===== src/rtl/weight_read_sequencer_pkg.sv =====
// Shared types and sizing helpers for the weight read sequencer and its index counter.
package weight_read_sequencer_pkg;

    typedef enum logic [1:0] {
        WRS_IDLE  = 2'd0,
        WRS_RUN   = 2'd1,
        WRS_DRAIN = 2'd2,
        WRS_DONE  = 2'd3
    } wrs_state_e;

    // Index width for a counter that runs 0..n-1; never narrower than one bit.
    function automatic int unsigned wrs_cnt_width(input int unsigned n);
        return (n <= 1) ? 1 : $clog2(n);
    endfunction

    localparam int unsigned WRS_DEFAULT_NUM_WEIGHT = 3;
    localparam int unsigned WRS_DEFAULT_COUNT_W    = wrs_cnt_width(WRS_DEFAULT_NUM_WEIGHT);

endpackage


===== src/rtl/weight_read_sequencer_if.sv =====
// Bundle of the sequencer's stream, weight-memory and MAC-side signals.
// WRS_BACKPRESSURE_EN adds mac_ready from the MAC.
interface weight_read_sequencer_if
    import weight_read_sequencer_pkg::*;
#(
    parameter int unsigned dataWidth    = 16,
    parameter int unsigned addressWidth = 10
);
    logic                    in_valid;
    logic [dataWidth-1:0]    in_data;
    logic                    in_ready;
    logic                    ren;
    logic [addressWidth-1:0] raddr;
    logic [dataWidth-1:0]    x_out;
    logic                    mac_valid;
    logic                    mac_last;
    logic                    neuron_done;
    logic                    busy;
`ifdef WRS_BACKPRESSURE_EN
    logic                    mac_ready;

    modport master (
        input  in_valid, in_data, mac_ready,
        output in_ready, ren, raddr, x_out, mac_valid, mac_last, neuron_done, busy
    );
    modport slave (
        output in_valid, in_data, mac_ready,
        input  in_ready, ren, raddr, x_out, mac_valid, mac_last, neuron_done, busy
    );
`else
    modport master (
        input  in_valid, in_data,
        output in_ready, ren, raddr, x_out, mac_valid, mac_last, neuron_done, busy
    );
    modport slave (
        output in_valid, in_data,
        input  in_ready, ren, raddr, x_out, mac_valid, mac_last, neuron_done, busy
    );
`endif
endinterface


===== src/rtl/wrs_index_counter.sv =====
// Enabled index counter running 0..LIMIT-1 and wrapping to 0; flags the final index.
// Shared between the read sequencer and the weight write-loader.
module wrs_index_counter
    import weight_read_sequencer_pkg::*;
#(
    parameter int unsigned LIMIT = WRS_DEFAULT_NUM_WEIGHT,
    parameter int unsigned WIDTH = wrs_cnt_width(LIMIT)
) (
    input  logic             clk,
    input  logic             rst_n,
    input  logic             en,
    output logic [WIDTH-1:0] count,
    output logic             last_idx
);
    logic [WIDTH-1:0] count_q;
    logic [WIDTH-1:0] count_d;

    assign last_idx = (count_q == WIDTH'(LIMIT - 1));
    assign count    = count_q;

    always_comb begin
        count_d = count_q;
        if (en) begin
            count_d = last_idx ? '0 : count_q + 1'b1;
        end
    end

    always_ff @(posedge clk or negedge rst_n) begin
        if (!rst_n) begin
            count_q <= '0;
        end else begin
            count_q <= count_d;
        end
    end
endmodule


===== src/rtl/weight_read_sequencer.sv =====
// Issues one weight read per accepted activation and re-times the activation to meet the
// registered memory output. WRS_BACKPRESSURE_EN lets the MAC stall a presented pair.
module weight_read_sequencer
    import weight_read_sequencer_pkg::*;
#(
    parameter int unsigned numWeight    = WRS_DEFAULT_NUM_WEIGHT,
    parameter int unsigned addressWidth = 10,
    parameter int unsigned dataWidth    = 16
) (
    input  logic                    clk,
    input  logic                    rst_n,
    weight_read_sequencer_if.master bus
);
    localparam int unsigned CountW = wrs_cnt_width(numWeight);

    wrs_state_e           state_q, state_d;
    logic [dataWidth-1:0] x_q, x_d;
    logic                 mac_valid_q, mac_valid_d;
    logic                 mac_last_q, mac_last_d;
    logic [CountW-1:0]    count;
    logic                 last_idx;
    logic                 pair_taken;
    logic                 in_ready;
    logic                 accept;

    // A presented pair is consumed unless the MAC is stalling it.
`ifdef WRS_BACKPRESSURE_EN
    assign pair_taken = !mac_valid_q || bus.mac_ready;
`else
    assign pair_taken = 1'b1;
`endif

    assign in_ready = ((state_q == WRS_IDLE) || (state_q == WRS_RUN)) && pair_taken;
    assign accept   = bus.in_valid && in_ready;

    wrs_index_counter #(
        .LIMIT (numWeight),
        .WIDTH (CountW)
    ) u_index_counter (
        .clk      (clk),
        .rst_n    (rst_n),
        .en       (accept),
        .count    (count),
        .last_idx (last_idx)
    );

    always_comb begin
        state_d = state_q;
        case (state_q)
            WRS_IDLE, WRS_RUN: begin
                if (accept) begin
                    state_d = last_idx ? WRS_DRAIN : WRS_RUN;
                end
            end
            WRS_DRAIN: begin
                if (pair_taken) begin
                    state_d = WRS_DONE;
                end
            end
            WRS_DONE: state_d = WRS_IDLE;
            default:  state_d = WRS_IDLE;
        endcase
    end

    always_comb begin
        x_d         = x_q;
        mac_valid_d = 1'b0;
        mac_last_d  = 1'b0;
        if (accept) begin
            x_d         = bus.in_data;
            mac_valid_d = 1'b1;
            mac_last_d  = last_idx;
        end else if (!pair_taken) begin
            mac_valid_d = mac_valid_q;
            mac_last_d  = mac_last_q;
        end
    end

    always_ff @(posedge clk or negedge rst_n) begin
        if (!rst_n) begin
            state_q     <= WRS_IDLE;
            x_q         <= '0;
            mac_valid_q <= 1'b0;
            mac_last_q  <= 1'b0;
        end else begin
            state_q     <= state_d;
            x_q         <= x_d;
            mac_valid_q <= mac_valid_d;
            mac_last_q  <= mac_last_d;
        end
    end

    assign bus.in_ready    = in_ready;
    assign bus.ren         = accept;
    assign bus.raddr       = addressWidth'(count);
    assign bus.x_out       = x_q;
    assign bus.mac_valid   = mac_valid_q;
    assign bus.mac_last    = mac_last_q;
    assign bus.neuron_done = (state_q == WRS_DONE);
    assign bus.busy        = (state_q != WRS_IDLE);
endmodule


===== src/flat_wrapper.sv =====
// flat-port wrapper written by rule: the top's interface ports become plain ports
module weight_read_sequencer_flat import weight_read_sequencer_pkg::*;
#(
    parameter int unsigned numWeight    = WRS_DEFAULT_NUM_WEIGHT,
    parameter int unsigned addressWidth = 10,
    parameter int unsigned dataWidth    = 16
)
  (clk, rst_n, bus_in_valid, bus_in_data, bus_in_ready, bus_ren, bus_raddr, bus_x_out, bus_mac_valid, bus_mac_last, bus_neuron_done, bus_busy);
  weight_read_sequencer_if #(.dataWidth(dataWidth), .addressWidth(addressWidth)) bus_i ();
  input  logic clk;
  input  logic rst_n;
  input wire logic [$bits(bus_i.in_valid)-1:0] bus_in_valid;
  input wire logic [$bits(bus_i.in_data)-1:0] bus_in_data;
  output wire logic [$bits(bus_i.in_ready)-1:0] bus_in_ready;
  output wire logic [$bits(bus_i.ren)-1:0] bus_ren;
  output wire logic [$bits(bus_i.raddr)-1:0] bus_raddr;
  output wire logic [$bits(bus_i.x_out)-1:0] bus_x_out;
  output wire logic [$bits(bus_i.mac_valid)-1:0] bus_mac_valid;
  output wire logic [$bits(bus_i.mac_last)-1:0] bus_mac_last;
  output wire logic [$bits(bus_i.neuron_done)-1:0] bus_neuron_done;
  output wire logic [$bits(bus_i.busy)-1:0] bus_busy;
  assign bus_i.in_valid = bus_in_valid;
  assign bus_i.in_data = bus_in_data;
  assign bus_in_ready = bus_i.in_ready;
  assign bus_ren = bus_i.ren;
  assign bus_raddr = bus_i.raddr;
  assign bus_x_out = bus_i.x_out;
  assign bus_mac_valid = bus_i.mac_valid;
  assign bus_mac_last = bus_i.mac_last;
  assign bus_neuron_done = bus_i.neuron_done;
  assign bus_busy = bus_i.busy;
  weight_read_sequencer #(.numWeight(numWeight), .addressWidth(addressWidth), .dataWidth(dataWidth)) u_core (.clk(clk), .rst_n(rst_n), .bus(bus_i));
endmodule

===== config.mk =====
export PLATFORM = sky130hd
export DESIGN_NAME = weight_read_sequencer_flat
export DESIGN_NICKNAME = d
export VERILOG_FILES = /design/src/rtl/weight_read_sequencer_pkg.sv /design/src/rtl/weight_read_sequencer_if.sv /design/src/rtl/wrs_index_counter.sv /design/src/rtl/weight_read_sequencer.sv /design/src/flat_wrapper.sv
export SDC_FILE = /design/constraint.sdc
export NUM_CORES = 1
export LEC_CHECK = 0
export ABC_AREA = 1
export CAP_MARGIN = 20
export CORE_UTILIZATION = 40
export DETAILED_ROUTE_END_ITERATION = 8
export PLACE_DENSITY = 0.82
export SLEW_MARGIN = 20
export SYNTH_ARGS = -nofsm -noshare
export SYNTH_HDL_FRONTEND = slang
export SYNTH_SLANG_ARGS = --single-unit

===== constraint.sdc =====
create_clock -name clk -period 1.79 [get_ports clk]
set_input_delay 0.358 -clock clk [delete_from_list [all_inputs] [get_ports clk]]
set_output_delay 0.358 -clock clk [all_outputs]
set_load 0.005 [all_outputs]

==> flow_summary.yaml, run 1 <==
global_routing:
  antenna_found_initial: 0
  grt_max_degree: 23
  grt_use_total_pct: 18.19
  grt_pass1_wl_um: 3367
  first_global_vias: 795
  overflow: 0
placed_design:
  gp_congestion: 0.6156
  dp_hpwl_um: 1501
  port_buffers: 42
  placed_cell_area_um2: 1344
drt:
  firstDrtPassIters: 4
  met3_length_um: 96
  wl_met1_um: 833
  drc_errors: 0
  wl_met2_um: 1039
  routedWlPerCell_um: 11.61
  drt_iter0_drc: 9
  wl_um: 2031
  vias: 789
  viasPerCell: 4.509
  highest_layer: "met4"
  ant_nets: 0
logic_synthesis:
  syn_area_per_cell_um2: 9.242
  yosys_register_bits: 22
  postSynthCellCount: 101
  synth_warnings: 0
  ys_seq_area_share_pct: 58.98
  synth_cell_type_count: 16
  synth_area_um2: 933.4
timing:
  skew_ns: 0.01138
  setup_viol: 0
  hold_ws_ns: 0.4028
  final_max_slew_viol_count: 0
  hold_viol_final: 0
  clock.fmax_mhz: 583.7
  min_period_ns: 1.713
  post-route-period-util_pct: 95.71
finish:
  multi_input_area_um2: 292.8
  area_growth_pct: 50.54
  nFillCells: 211
  nets: 167
  regArea_um2: 550.5
  antennaDiodeCount: 0
  final_area_um2: 1405
  final_core_util_pct: 63.52
  drive_gt1_share_pct: 10.20
  final_cell_mix: "nand2_1, clkdlybuf4s50_1, dfrtp_1, conb_1"
  final_common_cell: "nand2_1"
clocking:
  clock_sinks: 22
  cts_inserted_buffers: 3
  clkTransAtPathRegs_ns: 0.13
  cts.htree.levels: 1
  clk_latency_ns: 0.31
  root_buffer: "clkbuf_4"
  cts_tree: "yes"
  clk_path_buf_depth: 2
pwr:
  powerDensity_nw_per_um2: 1236
  power_mw: 1.737
  p_leak_nw: 0.7108
  vdd_ir_drop_max_mv: 0.7967
setup_path:
  crit_arrival_ns: 1.36
  crit_type: "register to output pin"
  crit_fanout: 4
  start_kind: "register"
  critPathCaptureType: "output pin"
  worstPathRequired_ns: 1.43
run_status:
  outcome: "finished, final reports clean"
die:
  dieArea_um2: 2531
  core-area_um2: 2212
  die_y_um: 50.31
  start_util_pct: 42.19
  die_w_um: 50.31
  row_count: 17
  io_pins: 51
job:
  maxCapViolCount: 0
worst_hold_path:
  hp-class: "input pin to async pin"
## metal layers
metal  up-vias  track usage (%)
met2        31            33.78
met4         0            11.11
met3         6            2.424
met1       372            19.13
met5         -                0
li1        380                -
## stage by stage
step / setup TNS, ns / instances / worst slack [ns]
2_1_floorplan: 0 / 108 / 0.7289
3_3_place_gp: -0.03492 / 170 / -0.03492
3_5_place_dp: -0.07076 / 170 / -0.07076
4_1_cts: 0 / 174 / 0.001286
5_1_grt: -0.006604 / 175 / -0.006604
6_report: 0 / 175 / 0.07684
## cell usage after synthesis
cell | count | area, µm²
nand2_4 | 1 | 11.26
a21oi_1 | 1 | 5.000
nand3_1 | 1 | 5.000
o22ai_2 | 1 | 12.51
nor2_2 | 1 | 6.260
o21ai_2 | 1 | 8.760
o21ai_0 | 1 | 5.000
nand3_2 | 1 | 10.01
nand2_1 | 52 | 195.2
buf_6 | 3 | 33.78
buf_4 | 8 | 60.06
inv_2 | 2 | 7.510
nor2_1 | 1 | 3.750
dfrtp_1 | 22 | 550.5
conb_1 | 1 | 3.750
inv_1 | 4 | 15.01
## worst paths after layout
path | from | endpoint | slack [ns] | cells after the start
hold / removal | rst_n | u_core.bus.x_out[3] | 0.40 | 2
setup reg to reg | u_core.state_q[1] | u_core.u_index_counter.count[0] | 0.59 | 5
hold reg to reg | u_core.bus.x_out[15] | u_core.bus.x_out[15] | 0.49 | 2
setup / recovery | u_core.state_q[1] | bus_in_ready | 0.08 | 2
min in group clk | u_core.bus.x_out[15] | u_core.bus.x_out[15] | 0.49 | 2
max in group asynchronous | rst_n | u_core.bus.x_out[2] | 1.16 | 2
## timing repair
item,in CTS,in global routing
endpoints found under the setup margin,1,3
buffers inserted,0,1
hold endpoints to repair,0,0
resized for setup,1,1
hold buffers,0,0
## cell families after synthesis
logic type             share of synthesized area (%)
other                                         0.4018
AND/OR/NAND/NOR                                24.80
flip-flops                                     58.98
AO/OA/AOI/OAI                                  3.350
buffers and inverters                          12.47
## cell type report
cell class | count | share of cell area [%]
inverter | 6 | 1.603
timing repair buffer | 46 | 32.15
multi-input combinational | 69 | 20.84
sequential | 22 | 39.18
tap | 28 | 2.493
clock inverter | 1 | 2.137
clock buffer | 3 | 1.603
## state kept, by name, summed over array words and instances, names as in the netlist
register	flops
u_core.bus.mac_valid	1
u_core.bus.x_out	16
u_core.bus.mac_last	1
u_core.state_q	2
u_core.u_index_counter.count	2
## worst max-delay path, cell delays in order (launching register included)
cell	delay [ns]
dfrtp_1	0.42
inv_2	0.11
clkdlybuf4s50_1	0.51
## where the power goes
part           switching, mW  total (mW)  internal (mW)
sequential            0.0846       0.720          0.635
combinational          0.271       0.644          0.373
clock                  0.147       0.374          0.226
total                  0.503        1.74           1.23
No activity file was read; power rests on OpenSTA's default activity.
==> inputs of run 2 (changes only) <==
- TNS_END_PERCENT: not set -> 50
==> results of run 2 <==
No change in the layout: final DEF, timing and power equal those of run 1.
==> edit: new RTL, settings of run 1 <==
Set the package constant `WRS_DEFAULT_NUM_WEIGHT` to 5 (it was 3).
--- a/src/rtl/weight_read_sequencer_pkg.sv
+++ b/src/rtl/weight_read_sequencer_pkg.sv
@@ -15,3 +15,3 @@
 
-    localparam int unsigned WRS_DEFAULT_NUM_WEIGHT = 3;
+    localparam int unsigned WRS_DEFAULT_NUM_WEIGHT = 5;
     localparam int unsigned WRS_DEFAULT_COUNT_W    = wrs_cnt_width(WRS_DEFAULT_NUM_WEIGHT);
Formal check against the unedited RTL: not equivalent (a bounded check fails within 4 cycles, from zero or initial values and one cycle with rst_n low).
==> edit against run 1 <==
Count of clock-buffer cells in the layout increased by 1. Area after synthesis increased by 6.6%. Wire length up 9.6%. Total power is 19% higher. Sequential cell count up 1. Global-route usage up 0.71 points. Cell area is 4.5% higher. Setup slack better by 0.011 ns.
==> edit: results (changes against run 1) <==
The tools report the number of standard cells in the layout, taps in and fillers out as 189 (+8.0%). The tools report the switching power as 0.0006855 W (+36%). The leakage power total is 0.7690 nW (+8.2%), and the shortest clock period the worst path allows after layout is 1.702 ns (-0.01106 ns). The run gives 1685 um (+12%) as the half-perimeter wire length of the detailed placement result. The via count of the first global-routing pass was 833 (+4.8%).

The tools report the capturing element of the worst setup path as bus_neuron_done. The logs give 18.90% (+0.71 points) for the overall fraction of global-route tracks in use and 1423 um2 (+5.9%) for the placement-stage cell area. The fraction of final layout cells with drive strength greater than 1 was 9.317% (-0.89 points); the count of port buffers added during placement was 43 (+2.4%). The largest voltage drop on the vdd net was 0.0008804 V (+11%); the total met3 wirelength after detailed routing was 191 um (+99%). The total instance count after detailed placement came out at 182 (+7.1%). The global routing met2 resource utilization is 31.41% (-2.4 points). In this run the critical register-to-register path is captured at u_core.u_index_counter.count[2]. The part of the power in the clock network came out at 10.9% (-11 points). In the post-synthesis netlist, the biggest area contributors are sky130_fd_sc_hd__dfrtp_1, sky130_fd_sc_hd__nand2_1, sky130_fd_sc_hd__buf_4. The vias after detailed routing was 850 (+7.7%). The met1 global-route usage was 24.05% (+4.9 points).

The endpoint arrival time on the critical path was 1.34 ns (-0.02 ns). The flow ran to the end, and the final reports show no timing, DRC or antenna violations. For the flop-to-flop setup slack, the log shows 0.51 ns (-0.08 ns).

The run gives 0.7712 (+25%) as the weighted congestion reported at the end of routability-driven placement. The distinct cell type count of the synthesized netlist is 15 (-1). The cell-internal power was 0.001381 W (+12%). The total of cells resized after clock tree synthesis was 3 (+2); the clock slew at the register clock pins of the worst setup and hold paths was 0.11 ns (-0.02 ns).

The peak fanout along the critical path came out at 4 (unchanged). The number of cell instances on the worst register-to-register path was 6 (+1). The count of filler cells inserted in the layout is 209 (-0.95%), and the share of total power in combinational logic is 47.5% (+10 points). The portion of the post-synthesis area used by sequential elements is 57.86% (-1.1 points).

Ranked by instance count, the synthesized netlist is headed by sky130_fd_sc_hd__nand2_1, sky130_fd_sc_hd__dfrtp_1, sky130_fd_sc_hd__inv_1. The tools report the wire length after detailed routing as 2226 um (+9.6%). The startpoint of the worst-slack reg-to-reg timing path was u_core.state_q[1]. The tools report the global routing usage on met3 as 4.094% (+1.7 points).

The first-pass GRT wire length is 3684 um (+9.4%), and the worst clock skew is 0.001568 ns (-0.009815 ns). For the setup slack after placement, the log shows -0.09351 ns (-0.02275 ns). The tools report the gate count after technology mapping as 112 (+11%).
## edit: stage by stage
stage / util (%) / hold slack, ns
2_1_floorplan: - / 0.06241
3_3_place_gp: 62.51 / 0.4548
3_5_place_dp: 62.51 / 0.4698
4_1_cts: 63.55 / 0.4017
5_1_grt: 64.54 / 0.4153
6_report: 64.54 / 0.4023
## edit: logic make-up (layout without fill, tap and decap cells)
group                    after synthesis  after routing  synth area share [%]
AO/OA/AOI/OAI                          3              3                 1.887
adder cells (fa/ha/maj)                2              2                 2.515
buffers and inverters                 19             62                 11.70
flip-flops                            23             23                 57.86
other                                  1              7                0.3770
AND/OR/NAND/NOR                       64             64                 25.66
## edit: cell type report
class	instances	area, um2	share of cell area [%]
multi-input cells	76	325.3	22.15
flip-flops and latches	23	575.6	39.18
repair buffers	49	473.0	32.20
inverters	9	33.78	2.300
well taps	28	35.03	2.385
clock buffers	4	26.28	1.789
